File: config.mk
export PLATFORM = sky130hd
export DESIGN_NAME = bcd_seg_scan
export DESIGN_NICKNAME = d
export VERILOG_FILES = /design/src/rtl/bcd_seg_pkg.sv /design/src/rtl/seg7_decode.sv /design/src/rtl/bcd_seg_scan.sv
export SDC_FILE = /design/constraint.sdc
export NUM_CORES = 1
export LEC_CHECK = 0
export ABC_CLOCK_PERIOD_IN_PS = 2110
export CAP_MARGIN = 0
export CORE_ASPECT_RATIO = 1.75
export CORE_MARGIN = 8
export CORE_UTILIZATION = 45
export CTS_CLUSTER_SIZE = 12
export DETAILED_ROUTE_END_ITERATION = 7
export PLACE_DENSITY = 0.68
export SYNTH_ARGS = -nofsm -noshare
export SYNTH_HDL_FRONTEND = slang
export SYNTH_SLANG_ARGS = --single-unit
File: constraint.sdc
create_clock -name clk -period 2.11 [get_ports clk]
set_input_delay 0.3165 -clock clk [delete_from_list [all_inputs] [get_ports clk]]
set_output_delay 0.3165 -clock clk [all_outputs]
set_load 0.05 [all_outputs]
File: src/rtl/bcd_seg_pkg.sv
// bcd_seg_pkg: segment patterns, digit count and digit-index type shared by the scan driver.
package bcd_seg_pkg;
    localparam logic [6:0] SEG_0    = 7'h40;
    localparam logic [6:0] SEG_1    = 7'h79;
    localparam logic [6:0] SEG_2    = 7'h24;
    localparam logic [6:0] SEG_3    = 7'h30;
    localparam logic [6:0] SEG_4    = 7'h19;
    localparam logic [6:0] SEG_5    = 7'h12;
    localparam logic [6:0] SEG_6    = 7'h02;
    localparam logic [6:0] SEG_7    = 7'h78;
    localparam logic [6:0] SEG_8    = 7'h00;
    localparam logic [6:0] SEG_9    = 7'h10;
    localparam logic [6:0] SEG_DASH = 7'h3F;
    localparam logic [6:0] SEG_OFF  = 7'h7F;
    localparam int NUM_DIGITS = 3;
    typedef logic [1:0] idx_t;
endpackage

File: src/rtl/seg7_decode.sv
// seg7_decode: nibble to active-low {g,f,e,d,c,b,a} pattern; invalid BCD shows a dash.
module seg7_decode
    import bcd_seg_pkg::*;
(
    input  logic [3:0] nib,
    output logic [6:0] seg
);
    always_comb begin
        seg = SEG_DASH;
        case (nib)
            4'd0: seg = SEG_0;
            4'd1: seg = SEG_1;
            4'd2: seg = SEG_2;
            4'd3: seg = SEG_3;
            4'd4: seg = SEG_4;
            4'd5: seg = SEG_5;
            4'd6: seg = SEG_6;
            4'd7: seg = SEG_7;
            4'd8: seg = SEG_8;
            4'd9: seg = SEG_9;
            default: seg = SEG_DASH;
        endcase
    end
endmodule

File: src/rtl/bcd_seg_scan.sv
// bcd_seg_scan: 3-digit multiplexed common-anode scan driver with frame-synchronous shadow load.
// Define SEG_LZB_EN to enable leading-zero blanking of the hundreds and tens digits.
module bcd_seg_scan
    import bcd_seg_pkg::*;
#(
    parameter int SCAN_DIV  = 50000,
    parameter int BLANK_CYC = 64
) (
    input  logic        clk,
    input  logic        rst,
    input  logic [11:0] bcd_in,
    output logic [6:0]  seg,
    output logic [2:0]  an,
    output logic        frame_tick
);
    localparam int CW = (SCAN_DIV > 1) ? $clog2(SCAN_DIV) : 1;
    localparam logic [CW-1:0] LAST  = CW'(SCAN_DIV - 1);
    localparam logic [CW-1:0] BLANK = CW'(BLANK_CYC);
    localparam idx_t TOP = idx_t'(NUM_DIGITS - 1);

    logic [CW-1:0] cnt;
    idx_t          idx;
    logic [11:0]   shadow;
    logic [3:0]    nib;
    logic [6:0]    pat;
    logic          last, load, sup, off;

    assign last = cnt == LAST;
    assign load = last && idx == TOP;
    assign nib  = idx == 2'd2 ? shadow[11:8] : idx == 2'd1 ? shadow[7:4] : shadow[3:0];

`ifdef SEG_LZB_EN
    // Only true zeros are suppressed, so dashes for invalid nibbles always show.
    assign sup = (idx == 2'd2 && shadow[11:8] == 4'd0) ||
                 (idx == 2'd1 && shadow[11:4] == 8'd0);
`else
    assign sup = 1'b0;
`endif

    assign off = cnt < BLANK || sup;

    seg7_decode u_dec (
        .nib (nib),
        .seg (pat)
    );

    always_ff @(posedge clk or negedge rst) begin
        if (!rst) begin
            cnt        <= '0;
            idx        <= '0;
            shadow     <= '0;
            seg        <= SEG_OFF;
            an         <= 3'b111;
            frame_tick <= 1'b0;
        end else begin
            cnt        <= last ? '0 : cnt + 1'b1;
            if (last)
                idx <= idx == TOP ? '0 : idx + 1'b1;
            if (load)
                shadow <= bcd_in;
            frame_tick <= load;
            seg        <= off ? SEG_OFF : pat;
            an         <= off ? 3'b111 : ~(3'b001 << idx);
        end
    end
endmodule

==> flow_summary.ini <==
[outcome]
status = finished, final reports clean

[floorplanning]
ios = 25
die_w_microns = 65.4
core_sq_mm = 0.00411
die_h_microns = 102
initial_utilization_pct = 46.7
dieArea_sq_mm = 0.00670
rows = 31

[pwr]
switching_power_w = 0.000304
p_int_w = 0.00113
p_seq_share_pct = 56.0
p_comb_share_pct = 5.4
pwr-share-clk_pct = 38.6
powerDensity_mw_per_mm2 = 618
sw_frac_of_total_pct = 21.2
ir_drop_mv = 0.637
p_leak_nw = 0.978

[sta]
fin_tns_setup_ns = 0
hold_ws_ns = 0.132
max_freq_ghz = 0.515
worstMarginPinSlew_ns = 0.860
drv_slew = 0
worst_slack_ns = 0.169
fin_crit_sh_pct = 92.0
timing.final.crit_period_ns = 1.94
skew_ns = 0.00577
setup_violations = 0
hold_viol = 0
rsz0062_at_grt = no
slew_headroom_pct = 42.6

[yosys]
syn_area_per_cell_sq_um = 11.9
ys.flop_type = dfrtp_1
synthesis.area_sq_mm = 0.00192
ys_seq_elements = 41
synthesis.nets = 177
post-synth-top-count-cell = dfrtp_1
yosysTopAreaCellShare_pct = 40.4
synth_edf_count = 0
synth_area_leader_cell = dfrtp_1
synth-seq-area-share_pct = 54.0
synthTopCellsByArea = dfrtp_1 (40%), dfstp_2 (14%), mux2_1 (8.2%), mux2i_1 (4.7%), xnor2_1 (3.6%)
synthTopCellsByCount = dfrtp_1 (31), nor2_1 (15), mux2_1 (14)
postSynthCellCount = 161
async_flop_share_pct = 100
ys.warnings.count = 0
synth_cell_types = 35

[worst_setup_path]
end_kind = flop
crit_required_ns = 2.35
path_class = reg2reg
start_kind = flop
crit_arrival_ns = 2.18
crit_fanout = 10

[job]
maxCapViolCount = 0

[cells_and_area]
drive_above_1_share_pct = 17.1
final_cell_area_sq_mm = 0.00233
nets = 208
diodes = 0
fill_cells = 380
syn_to_final_growth_pct = 21.0

[clock_tree]
clock_path_buffers = 2
cts_tree = done
ctsHoldBuffers = 0
insertion_delay_ns = 0.29
post-cts-setup-buffers = 0
root_buffer = clkbuf_8
cts.clk_slew.worst_paths_ns = 0.08
numCtsBuffers = 5
htreeDepth = 2
cts_resized = 0
cts.sinks = 41

[detailed_routing]
antenna_left = 0
avgRoutedWirePerCell_microns = 14.2
drcViolationCount = 0
drtIter0Drc = 19
vias = 1269
wl_mm = 3.44
avgViaCountPerCell = 5.24
drt-pass1-iter-count = 4

[global_routing]
grt_pass1_vias = 1316
grt-ovfl-total = 0
antenna_found_initial = 0
grt_max_degree = 42
grt_usage_pct = 11.6
grt_first_pass_wirelength_mm = 6.00

[place]
numPortBuffers = 24
hpwl_mm = 2.65
finalWeightedCongestion = 0.843
preCtsSetupSlack_ns = 0.190
postPlaceCellArea_sq_mm = 0.00222

[worst_hold_path]
hp-class = in2async
-- final timing paths --
path | to | from | slack (ns) | depth (start not counted)
min in group clk | cnt[0] | cnt[0] | 0.48 | 1
max in group asynchronous | cnt[7] | rst | 1.43 | 1
min | shadow[2] | rst | 0.13 | 1
min reg2reg | cnt[0] | cnt[0] | 0.48 | 1
max reg2reg | seg[3] | cnt[10] | 0.17 | 4
max | seg[3] | cnt[10] | 0.17 | 4
-- layer usage --
layer	GRT usage [%]	vias up	wire length (microns)
li1	-	623	-
met1	12.3	616	1410
met2	20.0	25	1780
met3	3.84	5	178
met4	5.57	0	70
met5	0	-	0
-- cell families after synthesis --
| logic type | synth area share [%] |
|---|---|
| and+or+nand+nor | 15.1 |
| DFF | 54.0 |
| muxes | 17.1 |
| AOI/OAI and AO/OA | 4.10 |
| xor gates and xnor gates | 5.92 |
| buffers and inverters | 2.41 |
| adders and majority gates | 1.30 |
-- state kept, by name, indices dropped and copies added (netlist names) --
register / cells
shadow: 12
idx: 2
cnt: 16
seg: 7
frame_tick: 1
an: 3
-- layout by cell type (no fill, tap or decap) --
cell type	instances
mux2i_2	1
nand3_1	9
dfrtp_1	31
mux2i_1	9
inv_1	4
and2_1	2
o21ai_1	2
nor4_1	4
clkbuf_8	7
o21ai_0	1
ha_1	2
nor3b_2	1
dfstp_2	10
or4_1	1
a21oi_1	5
nand4_1	1
and3_1	3
mux2_1	14
clkdlybuf4s50_1	23
nor4b_1	1
a21boi_1	1
mux2_2	4
or3b_1	1
xor2_1	5
buf_4	5
nor3_1	3
o31ai_1	1
nor2b_1	4
a2bb2oi_1	1
or4_4	2
nand2_1	7
xnor2_1	8
a211oi_1	1
buf_2	1
clkinv_2	1
nor2_1	15
o211ai_1	1
mux2i_4	1
-- area by class of cell --
class,instances,area (sq um),share of cell area (%)
repair buffers,29,273,11.7
clock buffers,7,96.3,4.14
multi-input cells,111,837,36.0
clock inverters,1,5.00,0.215
inverters,4,15.0,0.646
flip-flops and latches,41,1040,44.6
well taps,49,61.3,2.64
-- power by group through the flow --
stage	combinational [W]	sequential [W]	clock, W
floorplan	0.0000342	0.000817	0
global placement	0.0000752	0.000819	0
detailed placement	0.0000792	0.000820	0
CTS	0.0000795	0.000805	0.000572
global route	0.0000869	0.000806	0.000607
finish	0.0000774	0.000805	0.000554
-- stage by stage --
stage / instances / power [W] / util, %
2_1_floorplan: 161 / 0.000852 / -
3_3_place_gp: 234 / 0.000894 / 54.1
3_5_place_dp: 234 / 0.000899 / 54.1
4_1_cts: 242 / 0.00146 / 56.6
5_1_grt: 242 / 0.00150 / 56.6
6_report: 242 / 0.00144 / 56.6
-- worst max-delay path, stage by stage (launching register included) --
cell and delay (ns):
dfrtp_1 0.41, or4_4 0.56, or4_4 0.56, a21boi_1 0.17
or3b_1 0.18
Power figures use the tool's default switching activity.
